==> src/rtl/gbd_sram_pkg.sv <==
// rtl/gbd_sram_pkg.sv - shared state, owner encoding and default timing for the SRAM arbiter
`timescale 1ns/1ps
package gbd_sram_pkg;

    typedef enum logic [1:0] {
        IDLE  = 2'd0,
        SETUP = 2'd1,
        PULSE = 2'd2,
        HOLD  = 2'd3
    } arb_state_t;

    localparam logic [1:0] OWN_NONE = 2'b00;
    localparam logic [1:0] OWN_CART = 2'b01;
    localparam logic [1:0] OWN_CAM  = 2'b10;

    localparam int DEF_ADDR_W  = 17;
    localparam int DEF_T_SETUP = 2;
    localparam int DEF_T_PULSE = 6;
    localparam int DEF_T_HOLD  = 2;

    // Phase counters count T-1 down to 0, so a phase lasts exactly T cycles.
    function automatic logic [3:0] phase_load(input int t);
        return 4'(t - 1);
    endfunction

endpackage

==> src/rtl/sram_phase_timer.sv <==
// rtl/sram_phase_timer.sv - 4-bit load/decrement phase counter with done flag
`timescale 1ns/1ps
module sram_phase_timer (
    input  logic       i_clk,
    input  logic       i_rst_n,
    input  logic       i_load,
    input  logic [3:0] i_load_val,
    output logic [3:0] o_count,
    output logic       o_done
);

    logic [3:0] r_count;

    always_ff @(posedge i_clk or negedge i_rst_n) begin
        if (!i_rst_n) begin
            r_count <= 4'd0;
        end else if (i_load) begin
            r_count <= i_load_val;
        end else if (r_count != 4'd0) begin
            r_count <= r_count - 4'd1;
        end
    end

    assign o_count = r_count;
    assign o_done  = (r_count == 4'd0);

endmodule

==> src/rtl/gbd_sram_arbiter.sv <==
// rtl/gbd_sram_arbiter.sv - cart/camera SRAM arbiter with generated strobes; SRAM_ARB_ROUND_ROBIN_EN selects round-robin ties
`timescale 1ns/1ps
module gbd_sram_arbiter
    import gbd_sram_pkg::*;
#(
    parameter int ADDR_W  = DEF_ADDR_W,
    parameter int T_SETUP = DEF_T_SETUP,
    parameter int T_PULSE = DEF_T_PULSE,
    parameter int T_HOLD  = DEF_T_HOLD
) (
    input  logic              sys_clock,
    input  logic              sys_resetn,
    input  logic              cart_req,
    input  logic              cart_wr,
    input  logic [ADDR_W-1:0] cart_addr,
    input  logic [7:0]        cart_wdata,
    output logic [7:0]        cart_rdata,
    output logic              cart_ack,
    input  logic              cam_req,
    input  logic [ADDR_W-1:0] cam_addr,
    input  logic [7:0]        cam_wdata,
    output logic              cam_ack,
    output logic [ADDR_W-1:0] sram_addr,
    output logic [7:0]        sram_dq_out,
    output logic              sram_dq_oe,
    input  logic [7:0]        sram_dq_in,
    output logic              sram_ncs,
    output logic              sram_nwe,
    output logic              sram_noe,
    output logic              busy,
    output logic [1:0]        owner
);

    if (T_SETUP < 1 || T_SETUP > 16 || T_PULSE < 1 || T_PULSE > 16 ||
        T_HOLD < 1 || T_HOLD > 16) begin : g_bad_timing
        $error("gbd_sram_arbiter: T_SETUP/T_PULSE/T_HOLD must be 1..16");
    end

    localparam logic [3:0] LD_SETUP = phase_load(T_SETUP);
    localparam logic [3:0] LD_PULSE = phase_load(T_PULSE);
    localparam logic [3:0] LD_HOLD  = phase_load(T_HOLD);

    arb_state_t r_state;
    logic       r_wr;
    logic       w_grant_cart;
    logic       w_grant_cam;
    logic       w_load;
    logic [3:0] w_load_val;
    logic [3:0] w_count;
    logic       w_done;

`ifdef SRAM_ARB_ROUND_ROBIN_EN
    logic r_last_cam;
    assign w_grant_cart = cart_req && (!cam_req || r_last_cam);
`else
    assign w_grant_cart = cart_req;
`endif
    assign w_grant_cam = cam_req && !w_grant_cart;

    always_comb begin
        w_load     = 1'b0;
        w_load_val = 4'd0;
        case (r_state)
            IDLE:    begin w_load = cart_req || cam_req; w_load_val = LD_SETUP; end
            SETUP:   begin w_load = w_done;              w_load_val = LD_PULSE; end
            PULSE:   begin w_load = w_done;              w_load_val = LD_HOLD;  end
            default: begin w_load = 1'b0;                w_load_val = 4'd0;     end
        endcase
    end

    sram_phase_timer u_timer (
        .i_clk      (sys_clock),
        .i_rst_n    (sys_resetn),
        .i_load     (w_load),
        .i_load_val (w_load_val),
        .o_count    (w_count),
        .o_done     (w_done)
    );

    always_ff @(posedge sys_clock or negedge sys_resetn) begin
        if (!sys_resetn) begin
            r_state     <= IDLE;
            r_wr        <= 1'b0;
            sram_addr   <= '0;
            sram_dq_out <= 8'h00;
            sram_dq_oe  <= 1'b0;
            sram_ncs    <= 1'b1;
            sram_nwe    <= 1'b1;
            sram_noe    <= 1'b1;
            cart_rdata  <= 8'h00;
            cart_ack    <= 1'b0;
            cam_ack     <= 1'b0;
            busy        <= 1'b0;
            owner       <= OWN_NONE;
`ifdef SRAM_ARB_ROUND_ROBIN_EN
            r_last_cam  <= 1'b1;
`endif
        end else begin
            cart_ack <= 1'b0;
            cam_ack  <= 1'b0;
            case (r_state)
                IDLE: begin
                    // Address, data and direction are latched here so requesters may change freely afterwards.
                    if (w_grant_cart || w_grant_cam) begin
                        r_state     <= SETUP;
                        r_wr        <= w_grant_cart ? cart_wr : 1'b1;
                        sram_addr   <= w_grant_cart ? cart_addr : cam_addr;
                        sram_dq_out <= w_grant_cart ? cart_wdata : cam_wdata;
                        sram_dq_oe  <= w_grant_cart ? cart_wr : 1'b1;
                        sram_ncs    <= 1'b0;
                        busy        <= 1'b1;
                        owner       <= w_grant_cart ? OWN_CART : OWN_CAM;
`ifdef SRAM_ARB_ROUND_ROBIN_EN
                        r_last_cam  <= w_grant_cam;
`endif
                    end
                end
                SETUP: begin
                    if (w_done) begin
                        r_state  <= PULSE;
                        sram_nwe <= !r_wr;
                        sram_noe <= r_wr;
                    end
                end
                PULSE: begin
                    if (w_done) begin
                        r_state  <= HOLD;
                        sram_nwe <= 1'b1;
                        sram_noe <= 1'b1;
                        if (!r_wr) cart_rdata <= sram_dq_in;
                        if (T_HOLD == 1) begin
                            cart_ack <= (owner == OWN_CART);
                            cam_ack  <= (owner == OWN_CAM);
                        end
                    end
                end
                default: begin
                    // Ack is registered, so it is raised on entry to the last HOLD cycle.
                    if (w_count == 4'd1) begin
                        cart_ack <= (owner == OWN_CART);
                        cam_ack  <= (owner == OWN_CAM);
                    end
                    if (w_done) begin
                        r_state    <= IDLE;
                        sram_ncs   <= 1'b1;
                        sram_dq_oe <= 1'b0;
                        busy       <= 1'b0;
                        owner      <= OWN_NONE;
                    end
                end
            endcase
        end
    end

endmodule

==> config.mk <==
export PLATFORM = sky130hd
export DESIGN_NAME = gbd_sram_arbiter
export DESIGN_NICKNAME = d
export VERILOG_FILES = /design/src/rtl/gbd_sram_pkg.sv /design/src/rtl/sram_phase_timer.sv /design/src/rtl/gbd_sram_arbiter.sv
export SDC_FILE = /design/constraint.sdc
export NUM_CORES = 1
export LEC_CHECK = 0
export CAP_MARGIN = 40
export CORE_ASPECT_RATIO = 1.2
export CORE_MARGIN = 5
export CORE_UTILIZATION = 44
export DETAILED_ROUTE_END_ITERATION = 10
export PLACE_DENSITY = 0.95
export SYNTH_ARGS = -nofsm -noshare
export SYNTH_HDL_FRONTEND = slang
export SYNTH_SLANG_ARGS = --single-unit
==> constraint.sdc <==
create_clock -name sys_clock -period 5.85 [get_ports sys_clock]
set_clock_uncertainty 0.15 [all_clocks]
set_input_delay 0.585 -clock sys_clock [delete_from_list [all_inputs] [get_ports sys_clock]]
set_output_delay 0.585 -clock sys_clock [all_outputs]
set_load 0.01 [all_outputs]
==> impl_metrics.yaml <==
critical_path:
  worstReg2RegEnd: "u_timer.o_count[2]$_DFFE_PN0P_"
  reg2reg_slack_ns: 3.64
  worstPathCellList: "buf_2, o21ai_4, buf_16, o22ai_2, mux2_1"
  slowest_stage: "buf_2"
  cp_top_family: "buffers and inverters"
  required_ns: 5.87
  cp_max_fo: 39
  reg2regPathDepth: 6
  crit_end: "u_timer.o_count[2]$_DFFE_PN0P_"
  startpoint: "cart_req"
  path_class: "input port to register"
  start_kind: "input port"
  slowest_delay_ns: 0.60
  path_depth: 5
  crit_path_end_kind: "register"
  path_buf_inv: 2
  crit_arrival_ns: 2.25
  reg2reg_from: "r_state[1]$_DFFE_PN0P_"
cells_and_area:
  num-fill-cells: 384
  nets: 381
  diodes: 0
  drive_gt1_frac: 0.08333
  syn_to_final_growth_pct: 52.43
timing:
  fmax_mhz: 447.9
  fin_tns_setup_ns: 0
  finalCriticalPeriod_ns: 2.232
  setup_viol: 0
  tightest_slew_ns: 0.7889
  rsz0062_at_grt: "no"
  drv_slew: 0
  timing.final.hold_violations: 0
  slew_headroom: 0.4741
  timing.final.crit_share: 0.3816
  finalWorstSetupSlack_ns: 3.618
clocking:
  clock_sinks: 49
  post_cts_buffers: 0
  clk_path_buf_depth: 2
  cts_root_buffer: "clkbuf_8"
  htreeDepth: 2
  cts_made_buffers: 5
  post_cts_resized: 0
  clkTransAtPathRegs_ns: 0.08
  clk_latency_ns: 0.29
  tritoncts: "yes"
  cts-hold-fix-buffers: 0
drt:
  num_vias: 1876
  top_layer: "met4"
  drtIter0Drc: 90
  wl_met2_um: 2855
  dr_wl_met3_um: 489
  drt_wl_total_um: 5451
  first_pass_iters: 4
  wl_per_cell_um: 14.65
  vias_per_cell: 5.043
  wl_met1_um: 2055
  postRouteAntennaNets: 0
  drc: 0
grt:
  grt_max_degree: 40
  grt.overflow.total: 0
  grt_pass1_wl_um: 8714
  grt_usage: 0.1694
  antenna_found_initial: 0
  grt_pass1_vias: 1932
die:
  initial_core_util: 0.4600
  die_x_um: 75.84
  die_h_um: 89
  coreArea_um2: 4975
  core.rowCount: 28
  ios: 105
  die_area_um2: 6749
placement:
  place_hpwl_um: 4382
  io_buffers: 104
  place_ws_ns: 3.271
  gp_congestion: 0.8045
logic_synthesis:
  syn_area_per_cell_um2: 10.95
  ys_seq_area_frac: 0.5375
  synth.most_common_cell: "dfrtp_1"
  syn_inst: 209
  yosysWarnings: 0
  yosysTopAreaCell: "dfrtp_1"
  ys_top_cells_by_count: "dfrtp_1, o21ai_0, mux2i_1, nand2_1, inv_1"
  yosysUniqueCellTypes: 36
  syn-cell-area_um2: 2288
  ys.flop_type: "dfrtp_1"
  async_flop_share: 1.000
  syn-num-nets: 279
  synth_top_area_frac: 0.5030
  synth_enable_flop_cells: 0
  ys_top_cells_by_area: "dfrtp_1, mux2i_1, o21ai_0"
  synth-seq-cells: 49
pwr:
  ir_worst_vdd_v: 0.0002213
  leakagePower_nw: 1.568
  p_per_area_nw_per_um2: 464.7
status:
  status: "completed"
min_path:
  hold_path_class: "input port to async pin"
run:
  cap_violations: 0
-- layer usage --
metal  GRT usage  vias to the layer above
met2      0.2967                       74
met4     0.03816                        0
met5           0                        -
met1      0.1925                      865
li1            -                      933
met3     0.06637                        4
-- state kept, by name (all words and copies together), names as in the netlist --
name	flops
cam_ack	1
sram_nwe	1
sram_addr	17
sram_dq_out	8
busy	1
u_timer.o_count	4
r_wr	1
owner	2
sram_noe	1
sram_ncs	1
cart_rdata	8
r_state	2
cart_ack	1
sram_dq_oe	1
-- power breakdown --
| part | leakage (nW) | internal (mW) | switching [mW] |
|---|---|---|---|
| registers | 0.592 | 0.507 | 0.0968 |
| logic | 0.930 | 0.446 | 0.387 |
| clock network | 0.0450 | 0.0830 | 0.101 |
-- layout make-up --
type / instances / area [µm²] / share of cell area
well taps: 60 / 75.07 / 0.02152
clock buffers: 6 / 72.57 / 0.02080
flip-flops and latches: 49 / 1230 / 0.3526
inverters: 12 / 45.04 / 0.01291
clock inverters: 2 / 10.01 / 0.002869
multi-input cells: 137 / 977.2 / 0.2801
repair buffers: 106 / 1079 / 0.3092
-- how the worst min path moves through the flow --
| stage | to | slack [ns] | cells after the start |
|---|---|---|---|
| floorplan | busy$_DFFE_PN0P_ | 0.14 | 0 |
| global placement | sram_nwe$_DFFE_PN1P_ | 0.27 | 1 |
| detailed placement | sram_nwe$_DFFE_PN1P_ | 0.29 | 1 |
| CTS | owner[0]$_DFFE_PN0P_ | 0.14 | 1 |
| global route | owner[1]$_DFFE_PN0P_ | 0.18 | 1 |
| finish | owner[0]$_DFFE_PN0P_ | 0.13 | 1 |
-- per-stage QoR --
step,util,power [mW],instances,cell area [µm²],hold slack (ns)
after floorplan,-,1.015,209,2288,0.1394
after global placement,0.6751,1.399,362,3358,0.2716
after detailed placement,0.6846,1.451,364,3406,0.2852
after CTS,0.7012,1.641,372,3488,0.1394
after global routing,0.7012,1.753,372,3488,0.1758
final,0.7012,1.621,372,3488,0.1296
-- cell usage in the layout (no fill, tap or decap), types with 3 or more instances in the layout --
master,instances
nor2_1,5
clkdlybuf4s50_1,102
clkbuf_8,5
o22ai_1,3
nand2_1,27
dfstp_2,3
mux2i_1,27
dfrtp_1,46
ha_1,7
mux2_2,8
o21ai_0,30
inv_1,12
nor3_1,4
-- cells by family (layout without fill, tap and decap cells) --
family	count (synthesis)	count (layout)	share of synthesized area
AOI/OAI and AO/OA	49	49	0.1285
DFF	49	49	0.5375
and+or+nand+nor	45	45	0.09295
muxes	36	36	0.1624
buffers and inverters	23	126	0.04046
adders and majority gates	7	7	0.03827
Note: power is estimated with default switching activity, not from simulation.
